==> config.mk <==
export PLATFORM = sky130hd
export DESIGN_NAME = mnacidpro_sequencer
export DESIGN_NICKNAME = d
export VERILOG_FILES = /design/src/rtl/mnacidpro_sequencer.sv
export SDC_FILE = /design/constraint.sdc
export NUM_CORES = 1
export LEC_CHECK = 0
export ABC_AREA = 1
export CAP_MARGIN = 20
export CORE_ASPECT_RATIO = 0.6
export CORE_UTILIZATION = 55
export DETAILED_ROUTE_END_ITERATION = 7
export PLACE_DENSITY = 0.91
export RECOVER_POWER = 100
export SLEW_MARGIN = 5
export SYNTH_ARGS = -nofsm -noshare
export SYNTH_HDL_FRONTEND = slang
export SYNTH_SLANG_ARGS = --single-unit
==> constraint.sdc <==
create_clock -name clk -period 2.38 [get_ports clk]
set_input_delay 0.357 -clock clk [delete_from_list [all_inputs] [get_ports clk]]
set_output_delay 0.357 -clock clk [all_outputs]
set_load 0.05 [all_outputs]
==> src/rtl/mnacidpro_sequencer.sv <==
// Bead-based nucleic-acid purification sequencer: walks BEAD/LYSIS/WASH/ELUTE with a valve settle then peristaltic pumping.
// Optional macro MNACIDPRO_PAUSE_EN adds a pause input that freezes a working step in place.
module mnacidpro_sequencer #(
    parameter int PHASE_CYCLES  = 4,
    parameter int SETTLE_CYCLES = 8,
    parameter int BEAD_STROKES  = 4,
    parameter int LYSIS_STROKES = 4,
    parameter int WASH_STROKES  = 4,
    parameter int ELUTE_STROKES = 4
) (
    input  logic        clk,
    input  logic        rst,
    input  logic        start,
    input  logic        abort,
`ifdef MNACIDPRO_PAUSE_EN
    input  logic        pause,
`endif
    output logic [10:0] valve_ctrl,
    output logic [2:0]  pump,
    output logic        busy,
    output logic        done,
    output logic [2:0]  step
);

    localparam int SW = $clog2(SETTLE_CYCLES + 1);
    localparam int PW = $clog2(PHASE_CYCLES + 1);
    localparam logic [SW-1:0] SETTLE_LAST = SW'(SETTLE_CYCLES - 1);
    localparam logic [PW-1:0] PHASE_LAST  = PW'(PHASE_CYCLES - 1);

    typedef enum logic [2:0] {
        IDLE  = 3'd0,
        BEAD  = 3'd1,
        LYSIS = 3'd2,
        WASH  = 3'd3,
        ELUTE = 3'd4,
        DONE  = 3'd5
    } state_t;

    state_t        r_state;
    logic          r_pumping;
    logic [SW-1:0] r_settleCnt;
    logic [PW-1:0] r_phaseCnt;
    logic [2:0]    r_phaseIdx;
    logic [7:0]    r_strokeCnt;

    state_t        w_nextState;
    state_t        w_advance;
    logic          w_nextPumping;
    logic [SW-1:0] w_nextSettle;
    logic [PW-1:0] w_nextPhaseCnt;
    logic [2:0]    w_nextPhaseIdx;
    logic [7:0]    w_nextStroke;
    logic [8:0]    w_strokes;
    logic          w_pause;
    logic [10:0]   w_nextValve;
    logic [2:0]    w_nextPump;

`ifdef MNACIDPRO_PAUSE_EN
    assign w_pause = pause;
`else
    assign w_pause = 1'b0;
`endif

    function automatic logic [8:0] strokesOf(input state_t s);
        case (s)
            BEAD:    strokesOf = 9'(BEAD_STROKES);
            LYSIS:   strokesOf = 9'(LYSIS_STROKES);
            WASH:    strokesOf = 9'(WASH_STROKES);
            ELUTE:   strokesOf = 9'(ELUTE_STROKES);
            default: strokesOf = 9'd0;
        endcase
    endfunction

    function automatic logic [10:0] valveMask(input state_t s);
        case (s)
            BEAD:    valveMask = 11'h53F;
            LYSIS:   valveMask = 11'h6BE;
            WASH:    valveMask = 11'h5BD;
            ELUTE:   valveMask = 11'h1FB;
            default: valveMask = 11'h7FF;
        endcase
    endfunction

    function automatic logic [2:0] pumpPattern(input logic [2:0] idx);
        case (idx)
            3'd0:    pumpPattern = 3'b110;
            3'd1:    pumpPattern = 3'b100;
            3'd2:    pumpPattern = 3'b101;
            3'd3:    pumpPattern = 3'b001;
            3'd4:    pumpPattern = 3'b011;
            default: pumpPattern = 3'b010;
        endcase
    endfunction

    // DONE is deliberately not pausable so that done stays a single-cycle pulse.
    always_comb begin
        w_nextState    = r_state;
        w_nextPumping  = r_pumping;
        w_nextSettle   = r_settleCnt;
        w_nextPhaseCnt = r_phaseCnt;
        w_nextPhaseIdx = r_phaseIdx;
        w_nextStroke   = r_strokeCnt;
        w_strokes      = strokesOf(r_state);
        w_advance      = state_t'(r_state + 3'd1);

        if ((r_state == IDLE) || abort || (r_state == DONE)) begin
            w_nextState    = (r_state == IDLE && start && !abort) ? BEAD : IDLE;
            w_nextPumping  = 1'b0;
            w_nextSettle   = '0;
            w_nextPhaseCnt = '0;
            w_nextPhaseIdx = '0;
            w_nextStroke   = '0;
        end else if (w_pause) begin
            w_nextState = r_state;
        end else if (!r_pumping) begin
            if (r_settleCnt == SETTLE_LAST) begin
                w_nextSettle   = '0;
                w_nextPhaseCnt = '0;
                w_nextPhaseIdx = '0;
                w_nextStroke   = '0;
                if (w_strokes == 9'd0) begin
                    w_nextState = w_advance;
                end else begin
                    w_nextPumping = 1'b1;
                end
            end else begin
                w_nextSettle = r_settleCnt + 1'b1;
            end
        end else if (r_phaseCnt != PHASE_LAST) begin
            w_nextPhaseCnt = r_phaseCnt + 1'b1;
        end else begin
            w_nextPhaseCnt = '0;
            if (r_phaseIdx != 3'd5) begin
                w_nextPhaseIdx = r_phaseIdx + 3'd1;
            end else begin
                w_nextPhaseIdx = '0;
                if (({1'b0, r_strokeCnt} + 9'd1) == w_strokes) begin
                    w_nextState   = w_advance;
                    w_nextPumping = 1'b0;
                    w_nextStroke  = '0;
                end else begin
                    w_nextStroke = r_strokeCnt + 8'd1;
                end
            end
        end

        w_nextValve = valveMask(w_nextState);
        w_nextPump  = w_nextPumping ? pumpPattern(w_nextPhaseIdx) : 3'b111;
    end

    // Outputs are registered from the next-state decode so they line up with the state they describe.
    always_ff @(posedge clk or posedge rst) begin
        if (rst) begin
            r_state     <= IDLE;
            r_pumping   <= 1'b0;
            r_settleCnt <= '0;
            r_phaseCnt  <= '0;
            r_phaseIdx  <= '0;
            r_strokeCnt <= '0;
            valve_ctrl  <= 11'h7FF;
            pump        <= 3'b111;
            busy        <= 1'b0;
            done        <= 1'b0;
            step        <= 3'd0;
        end else begin
            r_state     <= w_nextState;
            r_pumping   <= w_nextPumping;
            r_settleCnt <= w_nextSettle;
            r_phaseCnt  <= w_nextPhaseCnt;
            r_phaseIdx  <= w_nextPhaseIdx;
            r_strokeCnt <= w_nextStroke;
            valve_ctrl  <= w_nextValve;
            pump        <= w_nextPump;
            busy        <= (w_nextState != IDLE);
            done        <= (w_nextState == DONE);
            step        <= w_nextState;
        end
    end

endmodule
==> impl_results.md, run 1 <==
* Residual DRC count at 0
* Critical Path RT at 2.60 ns
* Fin. Hold Viols at 0
* Crit end category: flip-flop
* Total clock buffers created by CTS at 5
* Num rows at 16
* GR Util met2 at 0.358
* Routed vias/inst at 5.37
* Grt met1 use at 0.327
* Tot Pwr at between 1 and 1.5 mW
* Clock Skew at 0.00755 ns
* Pre-antenna DRT Iters at 4
* Resized Gates After CTS at 0
* CTS H-tree depth at 2
* HPWL Detailed at 3.07 mm
* Crit path cell chain: ha_1 -> inv_1 -> nand2_1 -> nand2_1 -> inv_1 -> nand2_1 -> nand3_1 -> nor2_2 -> nand4_1 -> nand2_1 -> nand2_1 -> nand3_2 -> nand2_2 -> inv_1 -> nand2_4 -> nand3_2
* Core area at around 3300 um2
* Worst reg2reg startpoint: r_strokeCnt[1]
* Netlist cell types at 35
* Die Span Y at about 48 um
* IO Pins at 23
* Final period util at 0.927
* Worst-Skew Late Latency at around 0.28 ns
* Largest net degree at the start of global routing at 15
* WP data arrival at 2.43 ns
* CP max stage delay at 0.43 ns
* RePlAce Congestion at 0.879
* N_diodes at 0
* Final Max Tran Viols at 0
* Final design area excluding fillers at 2240 um2
* Endpoints failing setup at 0
* Port Buffer Count at 19
* CTS sink count at 33
* Slowest-stage cell, CP: dfrtp_1
* Worst Path Max Fanout at 5
* Cell Area, Synth at 1920 um2
* Crit path buf inv count at 3
* # nets final at 268
* LEAKAGE at about 1.0 nW
* Avg WL per Cell at 13.3 um
* R2r endpoint: valve_ctrl[9]
* GR Layer Usage met3 at 0.0590
* Max Fclk at roughly 450 MHz
* Max-Cap Viols at 0
* Synth Register Bits at 33
* WHS at 0.482 ns
* Vias at 1627
* Initial Util at 0.583
* Initial antenna violation count at 0
* Gr usage total at 0.236
* DIE AREA at 3750 um2
* R2R cell count at 16
* Synthesized area per cell at 8.33 um2
* Non-Filler Instances at ~300
* DP Cell Count at a little under 300
* Max clock buf depth at 2
* First-pass GRT wire length at between 6 and 7 mm
* Setup bufs post-CTS at 0
* CTS Root Cell: clkbuf_8
* GR Overflow Total at 0
* Post-layout minimum cycle time at 2.21 ns
* Critical Path Most Common Cell: nand2_1
* Setup ws final at 0.173 ns
* Power Dens Cells at slightly below 500 nW/um2
* Worst min-delay path class: in -> async
* Crit Path Class: reg -> reg
* Remaining antenna violation count at 0
* R2r setup slk at 0.17 ns
* Number of global-route vias before repair at about 1400
* Slew margin rel. at 0.534
* Drt first-iter violations at 162
* Die Wd at 78.4 um
* Synth Instances at about 230
* Yosys warns at 0
* Final wirelength at between 4 and 5 mm
* Placed inst area at 2160 um2
* Sequential area share after synthesis at 0.435
* Worst VDD drop at 0.421 mV
* Grt peak-use layer: met2
* Critical Path Source Type: flip-flop
* Filler cells at 254
* Setup TNS at 0 ns
* Status: finished clean
* RSZ-0062 raised after global routing: false
* Least-Margin Pin Slew at roughly 0.7 ns
* CTS clk-pin slew, worst paths at 0.06 ns
* CTS tree: yes
* Layout area overhead at 16.6%
* Pre-CTS WS at about 0.095 ns
* Cts hold-fix bufs at 0
* Final core occ at 0.680
* Delay-heaviest family, CP: simple AND/OR/NAND/NOR gates
* Share of layout cells above drive strength 1 at 0.198
[synthesized netlist by cell type]
library cell  count  area (um2)
o21bai_1          1        7.51
nor3_1            1        5.00
buf_4             6        45.0
o21ai_2           1        8.76
nor2_4            3        33.8
xor2_1            2        17.5
nor2_1            9        33.8
dfrtp_1          24         601
nor2_2            9        56.3
nor3_4            1        16.3
dfstp_2           9         236
a21boi_1          1        7.51
nand4_2           1        12.5
o31ai_1           1        7.51
a21boi_0          1        7.51
ha_1              7        87.6
o211ai_1          2        15.0
nand3_2           4        40.0
o22ai_1           5        31.3
nand3_1          21         105
conb_1            1        3.75
inv_2             8        30.0
nand2_2           4        25.0
nor3_2            1        10.0
nand4_1           5        31.3
a22o_1            2        17.5
nand2_4           3        33.8
a32o_1            1        10.0
o21ai_1           1        5.00
clkinv_2          1        5.00
a21oi_1           4        20.0
o21ai_0           9        45.0
inv_1            34         128
nand2_1          47         176
xnor2_1           1        8.76
[kinds of logic after synthesis]
group | synth area share
AND/OR/NAND/NOR | 0.301
buffers and inverters | 0.108
flip-flops | 0.435
AO/OA/AOI/OAI | 0.0949
adder cells (fa/ha/maj) | 0.0455
XOR/XNOR | 0.0137
other | 0.00195
[metal layers]
| layer | up-vias | share of wire |
|---|---|---|
| met5 | - | 0 |
| met4 | 0 | 0.018 |
| met3 | 11 | 0.074 |
| met2 | 77 | 0.43 |
| met1 | 754 | 0.48 |
| li1 | 785 | - |
[placed cells by master (no fill, tap or decap)]
cell	instances
dfrtp_1	22
dfrtp_2	2
nor3_2	1
nor3_4	1
dfstp_2	9
nand2_4	3
nor2_4	4
a21boi_0	2
inv_1	36
buf_4	2
o31ai_1	1
o21ai_2	1
nand2_2	4
dlygate4sd3_1	17
clkbuf_8	6
xnor2_1	1
nand4_1	6
clkdlybuf4s50_1	2
nor2_1	10
o21ai_1	1
a21oi_1	4
o22ai_1	5
clkbuf_1	4
o21bai_1	1
nor2_2	7
clkinv_2	1
conb_1	3
a32o_1	1
xor2_1	2
nor3_1	1
nand3_1	21
inv_2	6
a22o_1	2
nand2_1	47
o21ai_0	9
nand3_2	4
o211ai_1	2
ha_1	7
[flip-flops by register name, summed over array words and instances (netlist names)]
| signal | count |
|---|---|
| r_phaseCnt | 3 |
| r_strokeCnt | 8 |
| done | 1 |
| busy | 1 |
| r_state | 3 |
| pump | 3 |
| r_phaseIdx | 3 |
| r_settleCnt | 4 |
| valve_ctrl | 6 |
| r_pumping | 1 |
[how the worst max path moves through the flow]
stage | startpoint | depth (start not counted) | to
floorplan | r_state[0] | 18 | pump[0]
global placement | r_state[1] | 15 | pump[0]
detailed placement | abort | 13 | pump[0]
CTS | r_state[1] | 14 | pump[0]
global route | r_state[1] | 15 | valve_ctrl[9]
finish | r_strokeCnt[1] | 16 | valve_ctrl[9]
[where the power goes]
group	leakage, nW	internal (mW)	switching (mW)	total, mW
clock	0.0455	0.236	0.194	0.430
sequential	0.425	0.571	0.00366	0.575
combinational	0.551	0.0252	0.0751	0.100
[final cells by class]
cell class | count | area [um2] | area share
multi-input cells | 151 | 883 | 0.394
flip-flops and latches | 33 | 840 | 0.374
clock buffers | 8 | 90.1 | 0.0401
well taps | 45 | 56.3 | 0.0251
repair buffers | 23 | 213 | 0.0948
inverters | 43 | 163 | 0.0725
No activity file was read; power rests on OpenSTA's default activity.
==> inputs of run 2 (changes only) <==
- DONT_BUFFER_PORTS: default -> 1
- PLACE_DENSITY: 0.91 -> 0.82
==> run 2 against run 1 <==
  * Critical path depth unchanged
  * Largest power group unchanged
  * Design area decreased by 7.4%
  * The flow now finishes with violations (capacitance limit, slew limit)
  * Critical path type unchanged
  * Critical endpoint unchanged
  * Largest cell class unchanged
  * Total power is 8.5% higher
  * Setup slack gained 0.025 ns
==> impl_results.md, run 2 (same netlist as run 1, synthesis figures left out) <==
* Critical Path Most Common Cell: nand2_1
* Critical Path RT at 2.61 ns
* Number of global-route vias before repair at 1203
* Delay-heaviest family, CP: simple AND/OR/NAND/NOR gates
* RePlAce Congestion at between 0.8 and 0.9
* CTS clk-pin slew, worst paths at 0.07 ns
* Slowest-stage cell, CP: dfrtp_1
* Crit end category: flip-flop
* Endpoints failing setup at 0
* Final core occ at 0.630
* Avg WL per Cell at around 13 um
* Layout area overhead at 8.06%
* Critical Path Source Type: flip-flop
* Drt first-iter violations at 90
* Max FFs per register at 8
* Routed vias/inst at ~5.2
* Least-Margin Pin Slew at 1.75 ns
* IO Pins at 23
* Max clock buf depth at 2
* Commonest cells after routing, fill and taps aside: 47 x nand2_1, 36 x inv_1, 24 x dfrtp_1
* Initial antenna violation count at 0
* Final wirelength at roughly 3.8 mm
* LEAKAGE at 0.960 nW
* Gr usage total at 0.215
* Total clock buffers created by CTS at 5
* Crit path cell chain: ha_1 -> inv_1 -> nand2_1 -> nand2_1 -> inv_1 -> nand2_1 -> nand3_1 -> nor2_2 -> nand4_1 -> nand2_1 -> nand2_1 -> nand3_1 -> nand2_2 -> inv_2 -> nand2_4 -> nand3_2
* Slew margin rel. at -0.166
* Share of layout cells above drive strength 1 at 0.166
* Most common cell after layout, fill and taps aside: nand2_1
* Tot Pwr at 1.20 mW
* Biggest regs: r_strokeCnt x8, valve_ctrl x6, r_settleCnt x4
* Num rows at 16
* Power Dens Cells at 576 nW/um2
* RSZ-0062 raised after global routing: false
* Die Span Y at 47.8 um
* GR Overflow Total at 0
* Initial Util at 0.583
* Crit path buf inv count at 3
* Pre-antenna DRT Iters at 4
* Die Wd at roughly 78 um
* Worst Path Max Fanout at 5
* Worst-Skew Late Latency at between 0.2 and 0.3 ns
* Setup TNS at 0 ns
* # nets final at 251
* CTS H-tree depth at 2
* Fin. Hold Viols at 0
* WP data arrival at 2.41 ns
* Final Max Tran Viols at 34
* CTS tree: yes
* Worst VDD drop at a little under 0.4 mV
* Port Buffer Count at 0
* Cts hold-fix bufs at 0
* Status: finished, violations left
* Final period util at 0.917
* Core area at 3300 um2
* CTS Root Cell: clkbuf_8
* Area taken by multi-input logic gates at 881 um2
* Remaining antenna violation count at 0
* First-pass GRT wire length at roughly 5.8 mm
* FF+latch area at approximately 840 um2
* Max Fclk at 458 MHz
* CTS sink count at 33
* Largest net degree at the start of global routing at 34
* N_diodes at 0
* HPWL Detailed at between 2 and 3 mm
* Worst min-delay path class: in -> reg
* Vias at 1494
* Residual DRC count at 0
* Failing checks: capacitance limit, slew limit
* Filler cells at 278
* Max-Cap Viols at 1
* DIE AREA at approximately 3700 um2
* Crit Path Class: reg -> reg
* Post-layout minimum cycle time at 2.18 ns
* Top reg by flops: r_strokeCnt
* Clock Skew at about 0.0084 ns
* CP max stage delay at 0.43 ns
run 2: changes by cell type in the layout (fill, tap and decap cells not counted), sizes merged:
cell,change
clkbuf,+2
clkdlybuf4s50,-2
bufinv,+1
dlygate4sd3,-17
buf,-1
run 2: metrics by stage:
step	hold WS, ns	instance area [um2]	cells	setup WS, ns
after global placement	0.362	1990	278	0.266
final	0.368	2080	286	0.198
after global routing	0.370	2080	286	0.0195
after CTS	0.0664	2100	286	0.136
after floorplan	0.466	1930	233	0.158
after detailed placement	0.372	1990	278	0.150
run 2: cell type report:
type	instances	area share
multi-input cells	151	0.424
flip-flops and latches	33	0.403
inverters	43	0.0782
clock buffers	7	0.0415
well taps	45	0.0271
clock inverters	1	0.0144
repair buffers	6	0.0126
run 2: path summary, 6_finish.rpt:
kind	startpoint	end	slack (ns)	depth (start not counted)
max reg2reg	r_strokeCnt[1]	valve_ctrl[9]	0.20	16
max in group asynchronous	rst	r_phaseCnt[2]	0.78	2
min	start	r_state[0]	0.37	2
min reg2reg	r_phaseCnt[0]	r_phaseCnt[0]	0.50	1
max	r_strokeCnt[1]	valve_ctrl[9]	0.20	16
min in group asynchronous	rst	busy	0.58	2
run 2: timing repair:
action / 4_1_cts / 5_1_grt
gates resized for setup: 0 / 1
buffers inserted: 0 / 0
setup endpoints to repair: 0 / 3
run 2: metal layers:
layer	GRT usage	part of all wire	vias up	routed length (um)
li1	-	-	751	-
met1	0.339	0.53	685	2010
met2	0.274	0.39	56	1490
met3	0.0590	0.068	2	257
met4	0.0741	0.0050	0	19
met5	0	0	-	0
run 2: power breakdown:
group | internal [mW] | switching [mW] | leakage [nW] | total [mW]
clock | 0.341 | 0.197 | 0.0585 | 0.538
sequential | 0.569 | 0.0220 | 0.416 | 0.591
combinational | 0.0132 | 0.0556 | 0.486 | 0.0688
==> inputs of run 3 (changes only) <==
- PLACE_DENSITY: 0.82 -> 0.67
==> run 3 against run 2 <==
  * The run still ends with capacitance limit, slew limit left
  * Wire length grew 2.0%
  * Register-to-register slack worse by 0.02 ns
  * Setup slack lost 0.024 ns
  * Sequential share of layout area rose by 0.78 points
  * Critical path depth shrank 2
  * Utilization is 1.1 points lower
  * Sequential power hardly changed
  * Via count rose by 1.0%
  * Non-clock buffer count increased by 1
  * Fmax shrank 1.1%
  * Design area fell by 1.7%
  * Worst hold slack improved by 0.0015 ns
  * Highest routed layer unchanged
==> impl_results.md, run 3 (same netlist as run 1, synthesis figures left out) <==
* Max Fclk at 453 MHz
* # nets final at 252
* Filler cells at around 300
* Critical Path Most Common Cell: nand2_1
* Core area at 3300 um2
* Worst-Skew Late Latency at 0.30 ns
* GR Overflow Total at 0
* Failing checks: capacitance limit, slew limit
* Endpoints failing setup at 0
* RePlAce Congestion at 0.894
* Setup TNS at 0 ns
* N_diodes at 0
* Port Buffer Count at 0
* Die Wd at just under 80 um
* FF+latch area at between 800 and 900 um2
* Final wirelength at 3.85 mm
* Crit Path Class: reg -> reg
* Biggest regs: r_strokeCnt x8, valve_ctrl x6, r_settleCnt x4
* Max FFs per register at 8
* GR Util met2 at 0.335
* Drt first-iter violations at 104
* Cts hold-fix bufs at 0
* Initial Util at 0.583
* Crit end category: flip-flop
* CTS sink count at 33
* Worst min-delay path class: in -> reg
* Resized Gates After CTS at 0
* HPWL Detailed at a little under 3 mm
* Share of layout cells above drive strength 1 at 0.165
* Status: finished, violations left
* Least-Margin Pin Slew at 1.75 ns
* Fin. Hold Viols at 0
* Total clock buffers created by CTS at 5
* Pre-antenna DRT Iters at 4
* CTS Root Cell: clkbuf_8
* RSZ-0062 raised after global routing: false
* WP data arrival at roughly 2.4 ns
* Number of global-route vias before repair at 1339
* Area taken by multi-input logic gates at 866 um2
* CTS H-tree depth at 2
* CTS clk-pin slew, worst paths at 0.08 ns
* Pre-CTS WS at 0.266 ns
* Slew margin rel. at -0.164
* Largest net degree at the start of global routing at 34
* Remaining antenna violation count at 0
* Residual DRC count at 0
* Setup ws final at roughly 0.17 ns
* WHS at ~0.37 ns
* Most common cell after layout, fill and taps aside: nand2_1
* Slowest-stage cell, CP: dfrtp_1
* Worst VDD drop at about 0.36 mV
* Gr usage total at 0.234
* Max-Cap Viols at 1
* Avg WL per Cell at 13.4 um
* Grt peak-use layer: met1
* Final period util at 0.927
* IO Pins at 23
* DIE AREA at between 3000 and 4000 um2
* Crit path cell chain: inv_1 -> ha_1 -> nor2_1 -> nand2_1 -> nand2_1 -> inv_1 -> nor2_1 -> nand2_1 -> nand3_1 -> nand3_2 -> nand2_1 -> inv_2 -> nand2_1 -> nand3_2
* Final Max Tran Viols at 34
* Critical Path RT at 2.59 ns
* Critical Path Source Type: flip-flop
* Post-layout minimum cycle time at 2.21 ns
* Worst Path Max Fanout at 5
* Max clock buf depth at 2
* GR Layer Usage met3 at 0.0610
* Power Dens Cells at 524 nW/um2
* First-pass GRT wire length at 6.27 mm
* Initial antenna violation count at 0
* LEAKAGE at 0.950 nW
* Layout area overhead at 6.18%
* Routed vias/inst at approximately 5.3
* Grt met1 use at 0.339
* Setup bufs post-CTS at 0
* Commonest cells after routing, fill and taps aside: 49 x nand2_1, 35 x inv_1, 23 x dfrtp_1
* Num rows at 16
* CP max stage delay at 0.43 ns
* Clock Skew at 0.0120 ns
* Top reg by flops: r_strokeCnt
* Die Span Y at 47.8 um
* Vias at 1509
* CTS tree: yes
## run 3: cell types whose count changed in the layout (fill, tap and decap cells not counted), moves of 2 or more
cell      previous run  this run
buf_4                1         3
clkinv_2             1         3
nand2_1             47        49
nor2_1               9        11
nor2_2               8         6
## run 3: worst paths after layout
path	start	endpoint	slack [ns]	cells after the start
min in group asynchronous	rst	r_settleCnt[2]	0.57	2
max reg2reg	r_state[1]	valve_ctrl[9]	0.17	14
min reg2reg	r_phaseCnt[0]	r_phaseCnt[0]	0.50	1
max in group asynchronous	rst	r_state[0]	0.67	2
min	start	valve_ctrl[6]	0.37	3
max	r_state[1]	valve_ctrl[9]	0.17	14
## run 3: area by class of cell
type,instances,area share
multi-input combinational,151,0.424
sequential,33,0.410
inverter,43,0.0796
clock buffer,6,0.0355
tap,45,0.0276
timing repair buffer,7,0.0184
clock inverter,2,0.00490
## run 3: critical path, delay by kind of cell (launching register included)
family	cells	cell delay (ns)
simple gates	10	1.23
flops	1	0.43
buf+inv	3	0.23
fa+ha+maj	1	0.21
## run 3: metrics by stage
step	util	cells	power [mW]	area (um2)
final	0.619	287	1.07	2040
after global routing	0.619	287	1.11	2040
after CTS	0.629	287	1.09	2080
after detailed placement	0.604	279	0.675	2000
after global placement	0.604	279	0.673	2000
after floorplan	-	233	0.662	1930
## run 3: where the power goes
part	internal, mW	total (mW)	switching (mW)
Sequential	0.569	0.591	0.0217
Combinational	0.0140	0.0685	0.0545
Clock	0.202	0.411	0.208
Total	0.786	1.07	0.285
## run 3: per-layer routing
layer  vias to the layer above  wire, um
li1                        757         -
met5                         -         0
met3                         7       240
met1                       699      2000
met2                        46      1540
met4                         0        68
==> RTL change (config.mk and constraints of run 2) <==
Build with the macro `MNACIDPRO_PAUSE_EN` defined.
--- a/src/rtl/mnacidpro_sequencer.sv
+++ b/src/rtl/mnacidpro_sequencer.sv
@@ -1,5 +1,7 @@
 // Bead-based nucleic-acid purification sequencer: walks BEAD/LYSIS/WASH/ELUTE with a valve settle then peristaltic pumping.
 // Optional macro MNACIDPRO_PAUSE_EN adds a pause input that freezes a working step in place.
+`define MNACIDPRO_PAUSE_EN
+
 module mnacidpro_sequencer #(
     parameter int PHASE_CYCLES  = 4,
     parameter int SETTLE_CYCLES = 8,
Interface: changed (added pause); port bits go from 23 to 24. The function was not compared with the original's and may differ.
==> RTL change against run 2 <==
- combinational power is 2% higher
- final area shrank 4.6%
- clock skew down 0.0044 ns
- sequential cell count unchanged
- setup slack improved by 0.012 ns
- wire length increased by 2.5%
- global-route usage is 2.8 points higher
- total power shrank 11%
- hold slack got worse by 0.088 ns
- area after synthesis fell by 4.7%
- critical endpoint unchanged
- highest routed layer unchanged
==> RTL change: results (changes against run 2) <==
status complete, no violations (was finished, violations left); post-detail-place hpwl 2.96 mm (was 2.82 mm); synth top area cells dfrtp_1 33%, dfstp_2 13%, nand2_1 10% (was dfrtp_1 31%, dfstp_2 12%, nand2_1 9.2%); Util after Layout 65.7% (was 63.0%); synth unique cells 32 (was 35); min-delay src pause (was start); worst hold path stage count 3 (was 2); DR WL met2 1.44 mm (was 1.49 mm); proportion of layout cells with a drive suffix above 1 11.7% (was 16.6%); gpl congestion 1.01 (was 0.883); All-Layer GR Usage 24.3% (was 21.5%); sequential area share after synthesis 45.6% (was 43.5%); #MultiIn Comb 152 (was 151); Lkg Pwr 0.935 nW (was 0.960 nW); Placed Instance Area 1910 µm² (was 1990 µm²); fraction of area in multi-input gates 41.4% (was 42.4%); number of global-route vias before repair 1335 (was 1203); via/cell ratio 5.43 (was 5.22); Worst Hold End r_settleCnt[0] (was r_state[0]); dpl cells 272 (was 278); Non-clock inverters 38 (was 43); non-clk buf share 2.21% (was 1.26%); FF-to-FF path depth 15 (was 16); bufs w/o clock 8 (was 6); Hold Slack 0.280 ns (was 0.368 ns); R2R Path Start r_state[1] (was r_strokeCnt[1]); final wirelength 3.87 mm (was 3.77 mm); number of fillers in the final layout 252 (was 278); adder-cell share of the synthesized area 4.77% (was 4.55%); met3 Track Usage GR 8.35% (was 5.90%); largest vdd supply drop 452 µV (was 393 µV); metal3 WL 379 µm (was 257 µm); mux contribution to synthesized area 0.546% (was 0%); NumNets Final 250 (was 251); global-route wire length before repair 6.41 mm (was 5.81 mm); Avg Inst Size Synth 8.12 µm² (was 8.33 µm²); WL met1 2.03 mm (was 2.01 mm); most instantiated cells after synthesis 51 x nand2_1, 32 x inv_1, 24 x dfrtp_1, 20 x nor2_1, 14 x nand3_1 (was 47 x nand2_1, 34 x inv_1, 24 x dfrtp_1, 21 x nand3_1); Worst Skew 0.00400 ns (was 0.00842 ns)
## RTL change: worst max-delay path, stage by stage, from the launching register on
cell and delay, ns:
dfrtp_1 0.43, inv_2 0.11, ha_1 0.17, nor2_1 0.05, nand2_1 0.09, nand2_1 0.12
nand2_1 0.08, nand3_1 0.10, nor2_2 0.13, nand3_2 0.12, nand2_2 0.11, nand2_2 0.08
a21oi_4 0.21, nand3_1 0.14, nor2_2 0.12, nor2_1 0.05
## RTL change: power groups by stage
stage                     clock network (mW)  logic [mW]  registers (mW)
after detailed placement                   0      0.0715           0.602
after global routing                   0.452      0.0769           0.590
after floorplan                            0      0.0533           0.605
after CTS                              0.421      0.0730           0.592
after global placement                     0      0.0701           0.602
final                                  0.411      0.0701           0.589
## RTL change: timing repair
| item | in CTS | in global routing |
|---|---|---|
| resized for setup | 0 | 1 |
| hold buffers | 1 | 0 |
| endpoints found under the setup margin | 0 | 3 |
| hold endpoints to repair | 2 | 0 |
